<file path="config.mk">
export PLATFORM = sky130hd
export DESIGN_NAME = decode_stage
export DESIGN_NICKNAME = d
export VERILOG_FILES = /design/src/rtl/decode_stage.sv
export SDC_FILE = /design/constraint.sdc
export NUM_CORES = 1
export LEC_CHECK = 0
export BUFFER_PORTS_ARGS = -buffer_cell sky130_fd_sc_hd__clkbuf_2
export CAP_MARGIN = 20
export CORE_ASPECT_RATIO = 1.2
export CORE_MARGIN = 2
export CORE_UTILIZATION = 59
export DETAILED_ROUTE_END_ITERATION = 10
export HOLD_SLACK_MARGIN = 0.1
export PLACE_DENSITY = 0.86
export SYNTH_ARGS = -nofsm -noshare
export SYNTH_HDL_FRONTEND = slang
export SYNTH_SLANG_ARGS = --single-unit
</file>
<file path="constraint.sdc">
create_clock -name clk -period 5.66 [get_ports clk]
set_clock_uncertainty 0.1 [all_clocks]
set_input_delay 1.132 -clock clk [delete_from_list [all_inputs] [get_ports clk]]
set_output_delay 1.132 -clock clk [all_outputs]
set_load 0.02 [all_outputs]
</file>
<file path="src/rtl/decode_stage.sv">
// RV32I (+ optional M) decode stage: decodes the incoming instruction and
// holds results in a 2-entry elastic buffer with valid/ready on both sides.
module decode_stage #(
    parameter bit ENABLE_M = 1'b0,
    parameter int PC_W     = 32
) (
    input  logic            clk,
    input  logic            reset,
    input  logic            flush,
    input  logic            in_valid,
    output logic            in_ready,
    input  logic [31:0]     in_instr,
    input  logic [PC_W-1:0] in_pc,
    output logic            out_valid,
    input  logic            out_ready,
    output logic [PC_W-1:0] out_pc,
    output logic [5:0]      out_op,
    output logic [4:0]      out_rd,
    output logic [4:0]      out_rs1,
    output logic [4:0]      out_rs2,
    output logic [2:0]      out_funct3,
    output logic [31:0]     out_imm,
    output logic            out_rd_we,
    output logic            out_rs1_used,
    output logic            out_rs2_used,
    output logic            out_illegal
);
    typedef enum logic [5:0] {
        OP_ILLEGAL = 6'd0, OP_LUI, OP_AUIPC, OP_JAL, OP_JALR,
        OP_BEQ, OP_BNE, OP_BLT, OP_BGE, OP_BLTU, OP_BGEU,
        OP_LOAD, OP_STORE,
        OP_ADDI, OP_SLTI, OP_SLTIU, OP_XORI, OP_ORI, OP_ANDI, OP_SLLI, OP_SRLI, OP_SRAI,
        OP_ADD, OP_SUB, OP_SLL, OP_SLT, OP_SLTU, OP_XOR, OP_SRL, OP_SRA, OP_OR, OP_AND,
        OP_MUL, OP_MULH, OP_MULHSU, OP_MULHU, OP_DIV, OP_DIVU, OP_REM, OP_REMU
    } op_e;

    localparam logic [6:0] OPC_LUI    = 7'b0110111;
    localparam logic [6:0] OPC_AUIPC  = 7'b0010111;
    localparam logic [6:0] OPC_JAL    = 7'b1101111;
    localparam logic [6:0] OPC_JALR   = 7'b1100111;
    localparam logic [6:0] OPC_BRANCH = 7'b1100011;
    localparam logic [6:0] OPC_LOAD   = 7'b0000011;
    localparam logic [6:0] OPC_STORE  = 7'b0100011;
    localparam logic [6:0] OPC_OPIMM  = 7'b0010011;
    localparam logic [6:0] OPC_OP     = 7'b0110011;

    typedef struct packed {
        logic [PC_W-1:0] pc;
        op_e             op;
        logic [4:0]      rd;
        logic [4:0]      rs1;
        logic [4:0]      rs2;
        logic [2:0]      funct3;
        logic [31:0]     imm;
        logic            rd_we;
        logic            rs1_used;
        logic            rs2_used;
        logic            illegal;
    } entry_t;

    logic [6:0]  opcode;
    logic [2:0]  f3;
    logic [6:0]  f7;
    logic [31:0] imm_i, imm_s, imm_b, imm_u, imm_j;

    assign opcode = in_instr[6:0];
    assign f3     = in_instr[14:12];
    assign f7     = in_instr[31:25];
    assign imm_i  = {{21{in_instr[31]}}, in_instr[30:20]};
    assign imm_s  = {{21{in_instr[31]}}, in_instr[30:25], in_instr[11:7]};
    assign imm_b  = {{20{in_instr[31]}}, in_instr[7], in_instr[30:25], in_instr[11:8], 1'b0};
    assign imm_u  = {in_instr[31:12], 12'b0};
    assign imm_j  = {{12{in_instr[31]}}, in_instr[19:12], in_instr[20], in_instr[30:21], 1'b0};

    entry_t dec;
    logic   legal;
    logic   writes_rd;

    always_comb begin
        // NOTE: every decode output gets a default here so no branch of the case infers a latch.
        dec        = '0;
        dec.pc     = in_pc;
        dec.rd     = in_instr[11:7];
        dec.rs1    = in_instr[19:15];
        dec.rs2    = in_instr[24:20];
        dec.funct3 = f3;
        legal      = 1'b1;
        writes_rd  = 1'b0;
        case (opcode)
            OPC_LUI:   begin dec.op = OP_LUI;   dec.imm = imm_u; writes_rd = 1'b1; end
            OPC_AUIPC: begin dec.op = OP_AUIPC; dec.imm = imm_u; writes_rd = 1'b1; end
            OPC_JAL:   begin dec.op = OP_JAL;   dec.imm = imm_j; writes_rd = 1'b1; end
            OPC_JALR: begin
                dec.op = OP_JALR; dec.imm = imm_i; writes_rd = 1'b1; dec.rs1_used = 1'b1;
                legal  = (f3 == 3'b000);
            end
            OPC_BRANCH: begin
                dec.imm = imm_b; dec.rs1_used = 1'b1; dec.rs2_used = 1'b1;
                case (f3)
                    3'b000:  dec.op = OP_BEQ;
                    3'b001:  dec.op = OP_BNE;
                    3'b100:  dec.op = OP_BLT;
                    3'b101:  dec.op = OP_BGE;
                    3'b110:  dec.op = OP_BLTU;
                    3'b111:  dec.op = OP_BGEU;
                    default: legal = 1'b0;
                endcase
            end
            OPC_LOAD: begin
                dec.op = OP_LOAD; dec.imm = imm_i; writes_rd = 1'b1; dec.rs1_used = 1'b1;
                legal  = (f3 != 3'b011) && (f3 != 3'b110) && (f3 != 3'b111);
            end
            OPC_STORE: begin
                dec.op = OP_STORE; dec.imm = imm_s; dec.rs1_used = 1'b1; dec.rs2_used = 1'b1;
                legal  = (f3 <= 3'b010);
            end
            OPC_OPIMM: begin
                dec.imm = imm_i; writes_rd = 1'b1; dec.rs1_used = 1'b1;
                case (f3)
                    3'b000: dec.op = OP_ADDI;
                    3'b010: dec.op = OP_SLTI;
                    3'b011: dec.op = OP_SLTIU;
                    3'b100: dec.op = OP_XORI;
                    3'b110: dec.op = OP_ORI;
                    3'b111: dec.op = OP_ANDI;
                    3'b001: begin dec.op = OP_SLLI; legal = (f7 == 7'b0000000); end
                    default: begin
                        dec.op = (f7 == 7'b0100000) ? OP_SRAI : OP_SRLI;
                        legal  = (f7 == 7'b0000000) || (f7 == 7'b0100000);
                    end
                endcase
            end
            OPC_OP: begin
                writes_rd = 1'b1; dec.rs1_used = 1'b1; dec.rs2_used = 1'b1;
                if (f7 == 7'b0000000) begin
                    case (f3)
                        3'b000:  dec.op = OP_ADD;
                        3'b001:  dec.op = OP_SLL;
                        3'b010:  dec.op = OP_SLT;
                        3'b011:  dec.op = OP_SLTU;
                        3'b100:  dec.op = OP_XOR;
                        3'b101:  dec.op = OP_SRL;
                        3'b110:  dec.op = OP_OR;
                        default: dec.op = OP_AND;
                    endcase
                end else if (f7 == 7'b0100000 && f3 == 3'b000) begin
                    dec.op = OP_SUB;
                end else if (f7 == 7'b0100000 && f3 == 3'b101) begin
                    dec.op = OP_SRA;
                end else if (f7 == 7'b0000001 && ENABLE_M) begin
                    dec.op = op_e'({3'b100, f3});
                end else begin
                    legal = 1'b0;
                end
            end
            default: legal = 1'b0;
        endcase
        if (!legal) begin
            dec.op       = OP_ILLEGAL;
            dec.imm      = '0;
            dec.illegal  = 1'b1;
            dec.rs1_used = 1'b0;
            dec.rs2_used = 1'b0;
            writes_rd    = 1'b0;
        end
        dec.rd_we = writes_rd && (dec.rd != 5'd0);
    end

    // Two-slot shift buffer: slot0 is always the head and drives out_* directly.
    entry_t     slot0, slot1;
    logic [1:0] count;
    logic       push, pop;

    assign in_ready  = (count != 2'd2);
    assign out_valid = (count != 2'd0);
    assign push      = in_valid && in_ready && !flush;
    assign pop       = out_valid && out_ready && !flush;

    always_ff @(posedge clk) begin
        if (reset) begin
            count <= 2'd0;
            // NOTE: both slots are reset, not just count, so out_* read all-zero out of reset.
            slot0 <= '0;
            slot1 <= '0;
        end else if (flush) begin
            count <= 2'd0;
        end else begin
            // NOTE: non-blocking so slot0 takes slot1's old value when both update on one edge.
            case ({push, pop})
                2'b10: begin
                    if (count == 2'd0) slot0 <= dec;
                    else               slot1 <= dec;
                    count <= count + 2'd1;
                end
                2'b01: begin
                    slot0 <= slot1;
                    count <= count - 2'd1;
                end
                2'b11: begin
                    if (count == 2'd1) begin
                        slot0 <= dec;
                    end else begin
                        slot0 <= slot1;
                        slot1 <= dec;
                    end
                end
                default: ;
            endcase
        end
    end

    assign out_pc       = slot0.pc;
    assign out_op       = slot0.op;
    assign out_rd       = slot0.rd;
    assign out_rs1      = slot0.rs1;
    assign out_rs2      = slot0.rs2;
    assign out_funct3   = slot0.funct3;
    assign out_imm      = slot0.imm;
    assign out_rd_we    = slot0.rd_we;
    assign out_rs1_used = slot0.rs1_used;
    assign out_rs2_used = slot0.rs2_used;
    assign out_illegal  = slot0.illegal;

endmodule

</file>
==> results of run 1 <==
[layout make-up]
type,instances,area [µm²]
fill,1121,4190
clock buffer,22,454
multi-input combinational,726,4060
tap,171,214
sequential,184,3680
clock inverter,10,119
timing repair buffer,173,943
inverter,10,37.5
[cell families (layout without fill, tap and decap cells)]
| kind of cell | count (synthesis) | after routing | synth area share (%) |
|---|---|---|---|
| other | 1 | 1 | 0.0458 |
| adders and majority gates | 7 | 7 | 1.07 |
| and+or+nand+nor | 419 | 419 | 23.0 |
| xor gates and xnor gates | 6 | 6 | 0.642 |
| buffers and inverters | 113 | 215 | 5.76 |
| DFF | 184 | 184 | 45.0 |
| AOI/OAI and AO/OA | 293 | 293 | 24.5 |
[registers in the layout, indices dropped and copies added, names as in the netlist]
| signal | flops |
|---|---|
| count | 2 |
| out_funct3 | 3 |
| out_illegal | 1 |
| out_imm | 32 |
| out_op | 5 |
| out_pc | 32 |
| out_rd | 5 |
| out_rd_we | 1 |
| out_rs1 | 5 |
| out_rs1_used | 1 |
| out_rs2 | 5 |
| out_rs2_used | 1 |
| slot1 | 91 |
[synth_stat cells, types with 4 or more instances]
| library cell | number | area share (%) |
|---|---|---|
| nor2b_1 | 6 | 0.46 |
| clkbuf_1 | 88 | 4.0 |
| xnor2_1 | 4 | 0.43 |
| a22o_1 | 4 | 0.43 |
| nor3_1 | 54 | 3.3 |
| ha_1 | 7 | 1.1 |
| a32oi_1 | 23 | 2.5 |
| a21o_1 | 19 | 1.7 |
| buf_6 | 4 | 0.55 |
| nand3b_1 | 4 | 0.37 |
| inv_1 | 10 | 0.46 |
| nor4_1 | 4 | 0.31 |
| a211oi_1 | 44 | 4.0 |
| a21oi_1 | 119 | 7.3 |
| dfxtp_1 | 184 | 45 |
| or2_2 | 5 | 0.38 |
| nor2_1 | 112 | 5.1 |
| a221oi_1 | 51 | 5.5 |
| nand2_1 | 150 | 6.9 |
| nand3_1 | 48 | 2.9 |
| nand4_1 | 14 | 1.1 |
| o21ai_0 | 8 | 0.49 |
| buf_2 | 8 | 0.49 |
[through the flow]
step / area [µm²] / setup slack [ns] / hold slack, ns / util (%)
after CTS: 9480 / 2.32 / 0.353 / 69.2
after detailed placement: 8910 / 1.88 / 0.344 / 65.0
after global routing: 9510 / 2.07 / 0.368 / 69.4
after floorplan: 8190 / 2.66 / 0.332 / -
after global placement: 8910 / 1.94 / 0.338 / 65.0
final: 9510 / 2.26 / 0.353 / 69.4
[routing by layer]
layer	vias up	global-route usage [%]
met1	3811	39.2
met5	-	0
met3	66	6.41
met4	0	12.7
li1	3876	-
met2	396	51.4
[power by group through the flow]
stage	sequential (µW)	clock, µW	combinational (µW)
6_report	1380	1160	364
2_1_floorplan	1450	0	185
3_3_place_gp	1410	0	353
3_5_place_dp	1410	0	356
4_1_cts	1380	1170	358
5_1_grt	1380	1220	397
[critical path, stage by stage]
cell,delay [ns]
clkbuf_2,0.31
nor2b_1,0.44
o31ai_2,0.16
a211oi_1,0.27
nand3_2,0.48
buf_4,0.43
a32oi_1,0.24
a211oi_1,0.10
[worst paths after layout]
path | from | to | slack [ns]
max | in_instr[12] | out_imm[11]$_SDFFE_PP0P_ | 2.26
max reg2reg | count[0]$_SDFFE_PP0P_ | out_imm[0]$_SDFFE_PP0P_ | 2.46
min reg2reg | slot1[35]$_SDFFE_PP0P_ | slot1[35]$_SDFFE_PP0P_ | 0.35
min | slot1[35]$_SDFFE_PP0P_ | slot1[35]$_SDFFE_PP0P_ | 0.35
[cell usage in the layout, fill, tap and decap left out, types with 3 or more instances in the layout]
master and count:
a211oi_1 44, a21o_1 19, a21oi_1 119, a221oi_1 51
a22o_1 4, a32oi_1 23, buf_4 10, clkbuf_1 4
clkbuf_16 17, clkbuf_2 160, clkinvlp_4 3, dfxtp_1 184
ha_1 7, inv_1 10, nand2_1 149, nand2b_1 3
nand3_1 48, nand3b_1 4, nand4_1 14, nor2_1 111
nor2b_1 6, nor3_1 53, nor3b_1 3, nor4_1 4
o211ai_1 3, o21a_1 3, o21ai_0 8, or2_2 5
xnor2_1 4
==> impl_metrics.tcl, run 1 <==
set metrics [dict create \
    worst_pin_slew_ns 1.06 \
    fin_nets 1188 \
    drive_above_1_share_pct 19.1 \
    seq_power_share_pct 47.5 \
    synth_nets 1099 \
    status "complete, no violations" \
    clockBufferDepth 2 \
    syn_avg_cell_area_um2 8.01 \
    drt-total-wl_um 23300 \
    row_count 47 \
    met2_length_um 11600 \
    wl_per_cell_um 18.0 \
    p_total_uw 2900 \
    synth_cell_types 60 \
    initial_core_util_pct 59.8 \
    grt.overflow.total 0 \
    synth_edf_count 0 \
    power_frac_comb_pct 12.5 \
    cts_tree "built" \
    finalCritPeriodShare_pct 60.1 \
    num_antenna_cells 0 \
    clock-root-buffer "clkbuf_16" \
    endpoint_kind "register" \
    netlist_instances 1023 \
    switching_share_pct 26.6 \
    dpl.hpwl_um 14500 \
    synth_flop_cell "dfxtp_1" \
    grt_usage_pct 30.9 \
    worstSetupPathType "in -> reg" \
    dieArea_um2 14800 \
    power.net_switching_uw 773 \
    hold_depth 2 \
    yosysWarnings 0 \
    seq_area_frac_synth_pct 45.0 \
    dieHeight_um 133 \
    p_per_area_nw_per_um2 305 \
    wl_met3_um 1640 \
    met1_length_um 9290 \
    critPathMaxFanout 29 \
    synth.cell_area_um2 8190 \
    postCtsHoldBufs 0 \
    p_clk_share_pct 40.0 \
    dr.max_layer_used "met4" \
    grt_pass1_vias 7231 \
    slew_headroom_pct 29.1 \
    cts.repair.resized 0 \
    r2r_cells 11 \
    cts_made_buffers 17 \
    finalWeightedCongestion 0.956 \
    fmax_mhz 294 \
    period_minus_slack_ns 3.40 \
    h-tree-depth 4 \
    power.leakage_uw 0.00365 \
    dr.pass1.iters 6 \
    fp.coreArea_um2 13700 \
    fin_tns_setup_ns 0 \
    clock-sinks 184 \
    grt_max_degree 114 \
    grt_first_pass_wirelength_um 37400 \
    async_reset_ff_share_pct 0 \
    vias 8149 \
    finalMaxSlewViolations 0 \
    p_int_uw 2130 \
    setup_viol 0 \
    arrival_ns 3.59 \
    clk_pin_slew_ns 0.07 \
    clock_latency_ns 0.44 \
    ant_nets 0 \
    ir_drop_mv 0.243 \
    dp_cells 1263 \
    instances_no_fill 1296 \
    die_x_um 112 \
    postCtsSetupBuffers 0 \
    area_delta_synth_final_pct 16.1 \
    drtIter0Drc 923 \
    final_hold_viol_count 0 \
    min_path_type "reg -> reg" \
    io_pins 163 \
    portBuffers 161 \
    worst_ep_required_time_ns 5.85 \
    start_kind "primary input" \
    rsz0062_at_grt "false" \
    drv_cap 0 \
    drc_errors 0 \
    vias_per_cell 6.29 \
    ys_ff_latch 184 \
    antenna_found_initial 0 \
]
(Power assumes the default switching activity.)
==> run 2, diff against run 1 <==
Settings changed: CORE_UTILIZATION 59 to 55, PLACE_DENSITY 0.86 to 0.81.
Clock period 5.66 ns to 3.2 ns, I/O delays scaled along.
==> impl_metrics.tcl, run 2 (synthesis gave the netlist of run 1 again) <==
set metrics [dict create \
    portBuffers 161 \
    ant_nets 0 \
    dpl.hpwl_um 15100 \
    reg2reg_from "count[0]$_SDFFE_PP0P_" \
    grt_first_pass_wirelength_um 37100 \
    clock_latency_ns 0.43 \
    holdPathEnd "slot1[91]$_SDFFE_PP0P_" \
    cts.repair.resized 0 \
    antenna_found_initial 0 \
    rr_endpoint "out_pc[20]$_SDFFE_PP0P_" \
    io_pins 163 \
    clk_pin_slew_ns 0.07 \
    drtIter0Drc 859 \
    grt_pass1_vias 7270 \
    status "finished, violations left" \
    finalCritPeriodShare_pct 89.1 \
    h-tree-depth 4 \
    worst_ep_required_time_ns 3.40 \
    die_x_um 115 \
    power.net_switching_uw 1410 \
    worst_pin_slew_ns 0.703 \
    p_int_uw 4000 \
    finalMaxSlewViolations 0 \
    grt.overflow.total 0 \
    critPathMaxFanout 29 \
    drive_above_1_share_pct 20.3 \
    final_cell_mix "184 x dfxtp_1, 160 x clkbuf_2, 149 x nand2_1, 119 x a21oi_1, 111 x nor2_1" \
    seq_power_share_pct 45.0 \
    dieHeight_um 138 \
    rsz0062_at_grt "false" \
    grt_usage_pct 29.1 \
    top_register "slot1" \
    fp.coreArea_um2 14500 \
    multi_input_area_um2 4060 \
    drc_errors 5 \
    start_kind "register" \
    postCtsHoldBufs 0 \
    regArea_um2 3680 \
    layout_commonest_cell "dfxtp_1" \
    ir_drop_mv 0.365 \
    power.leakage_uw 0.00377 \
    fin_nets 1201 \
    power_frac_comb_pct 12.3 \
    initial_core_util_pct 56.6 \
    fin_tns_setup_ns 0 \
    clockBufferDepth 2 \
    clock-sinks 184 \
    cts_made_buffers 17 \
    arrival_ns 3.05 \
    vias 8129 \
    vias_per_cell 6.08 \
    setup_viol 0 \
    p_clk_share_pct 42.7 \
    hold_depth 3 \
    switching_share_pct 26.1 \
    violations "design-rule violations" \
    num_antenna_cells 0 \
    rrSetupSlack_ns 0.35 \
    p_total_uw 5410 \
    hp-start "in_pc[31]" \
    fin_util_pct 67.7 \
    wl_per_cell_um 17.6 \
    worstSetupPathType "reg -> reg" \
    r2r_cells 10 \
    cts_tree "built" \
    clock-root-buffer "clkbuf_16" \
    period_minus_slack_ns 2.85 \
    slew_headroom_pct 53.2 \
    area_delta_synth_final_pct 19.6 \
    drv_cap 0 \
    min_path_type "in -> reg" \
    row_count 48 \
    p_per_area_nw_per_um2 553 \
    grt_max_degree 85 \
    dieArea_um2 15900 \
    num-fill-cells 1223 \
    postCtsSetupBuffers 0 \
    dr.pass1.iters 11 \
    final_hold_viol_count 0 \
    endpoint_kind "register" \
    finalWeightedCongestion 0.936 \
    largest_register_ffs 91 \
    drt-total-wl_um 23500 \
    fmax_mhz 351 \
]
[run 2: cell types whose count changed in the layout (fill, tap and decap cells not counted), moves of 3 or more]
cell / previous run / this run
clkbuf_1: 4 / 1
buf_4: 10 / 17
bufinv_16: 2 / 5
buf_12: 2 / 9
[run 2: metrics by stage]
step	hold WS [ns]	cells	setup slack (ns)	area [µm²]
6_report	0.342	1338	0.350	9790
5_1_grt	0.344	1338	0.151	9790
4_1_cts	0.330	1338	0.394	9790
3_5_place_dp	0.344	1306	0.355	9140
3_3_place_gp	0.337	1306	0.407	9140
2_1_floorplan	0.332	1023	0.691	8190
[run 2: layer usage]
layer / wire (µm) / part of all wire (%) / track usage (%) / vias up
met2: 11700 / 50 / 49.3 / 395
met4: 734 / 3.1 / 11.6 / 0
met3: 1670 / 7.1 / 5.59 / 69
met5: 0 / 0 / 0 / -
li1: - / - / - / 3902
met1: 9430 / 40 / 36.4 / 3763
[run 2: area by class of cell]
cell class / instances / share of cell area [%]
clock buffer: 18 / 4.38
clock inverter: 14 / 2.30
inverter: 10 / 0.383
multi-input combinational: 726 / 41.4
sequential: 184 / 37.6
tap: 200 / 2.56
timing repair buffer: 186 / 11.3
[run 2: how the worst max path moves through the flow]
stage / endpoint / from / slack [ns]
floorplan: out_pc[17]$_SDFFE_PP0P_ / flush / 0.69
global placement: out_rs2[0]$_SDFFE_PP0P_ / flush / 0.41
detailed placement: slot1[45]$_SDFFE_PP0P_ / flush / 0.35
CTS: out_pc[20]$_SDFFE_PP0P_ / count[0]$_SDFFE_PP0P_ / 0.39
global route: slot1[55]$_SDFFE_PP0P_ / count[0]$_SDFFE_PP0P_ / 0.15
finish: out_pc[20]$_SDFFE_PP0P_ / count[0]$_SDFFE_PP0P_ / 0.35
[run 2: power groups by stage]
| stage | logic (µW) | registers [µW] | clock network [µW] |
|---|---|---|---|
| 2_1_floorplan | 327 | 2570 | 0 |
| 3_3_place_gp | 649 | 2480 | 0 |
| 3_5_place_dp | 657 | 2490 | 0 |
| 4_1_cts | 661 | 2430 | 2340 |
| 5_1_grt | 722 | 2440 | 2420 |
| 6_report | 665 | 2440 | 2310 |
[run 2: critical path, stage by stage (launching register included)]
cell      delay, ns
dfxtp_1        0.37
inv_1          0.08
ha_1           0.25
nor2_1         0.14
nand2_1        0.20
ha_1           0.31
nor2b_1        0.16
or3_2          0.42
buf_4          0.25
a221oi_1       0.32
nor3_1         0.11
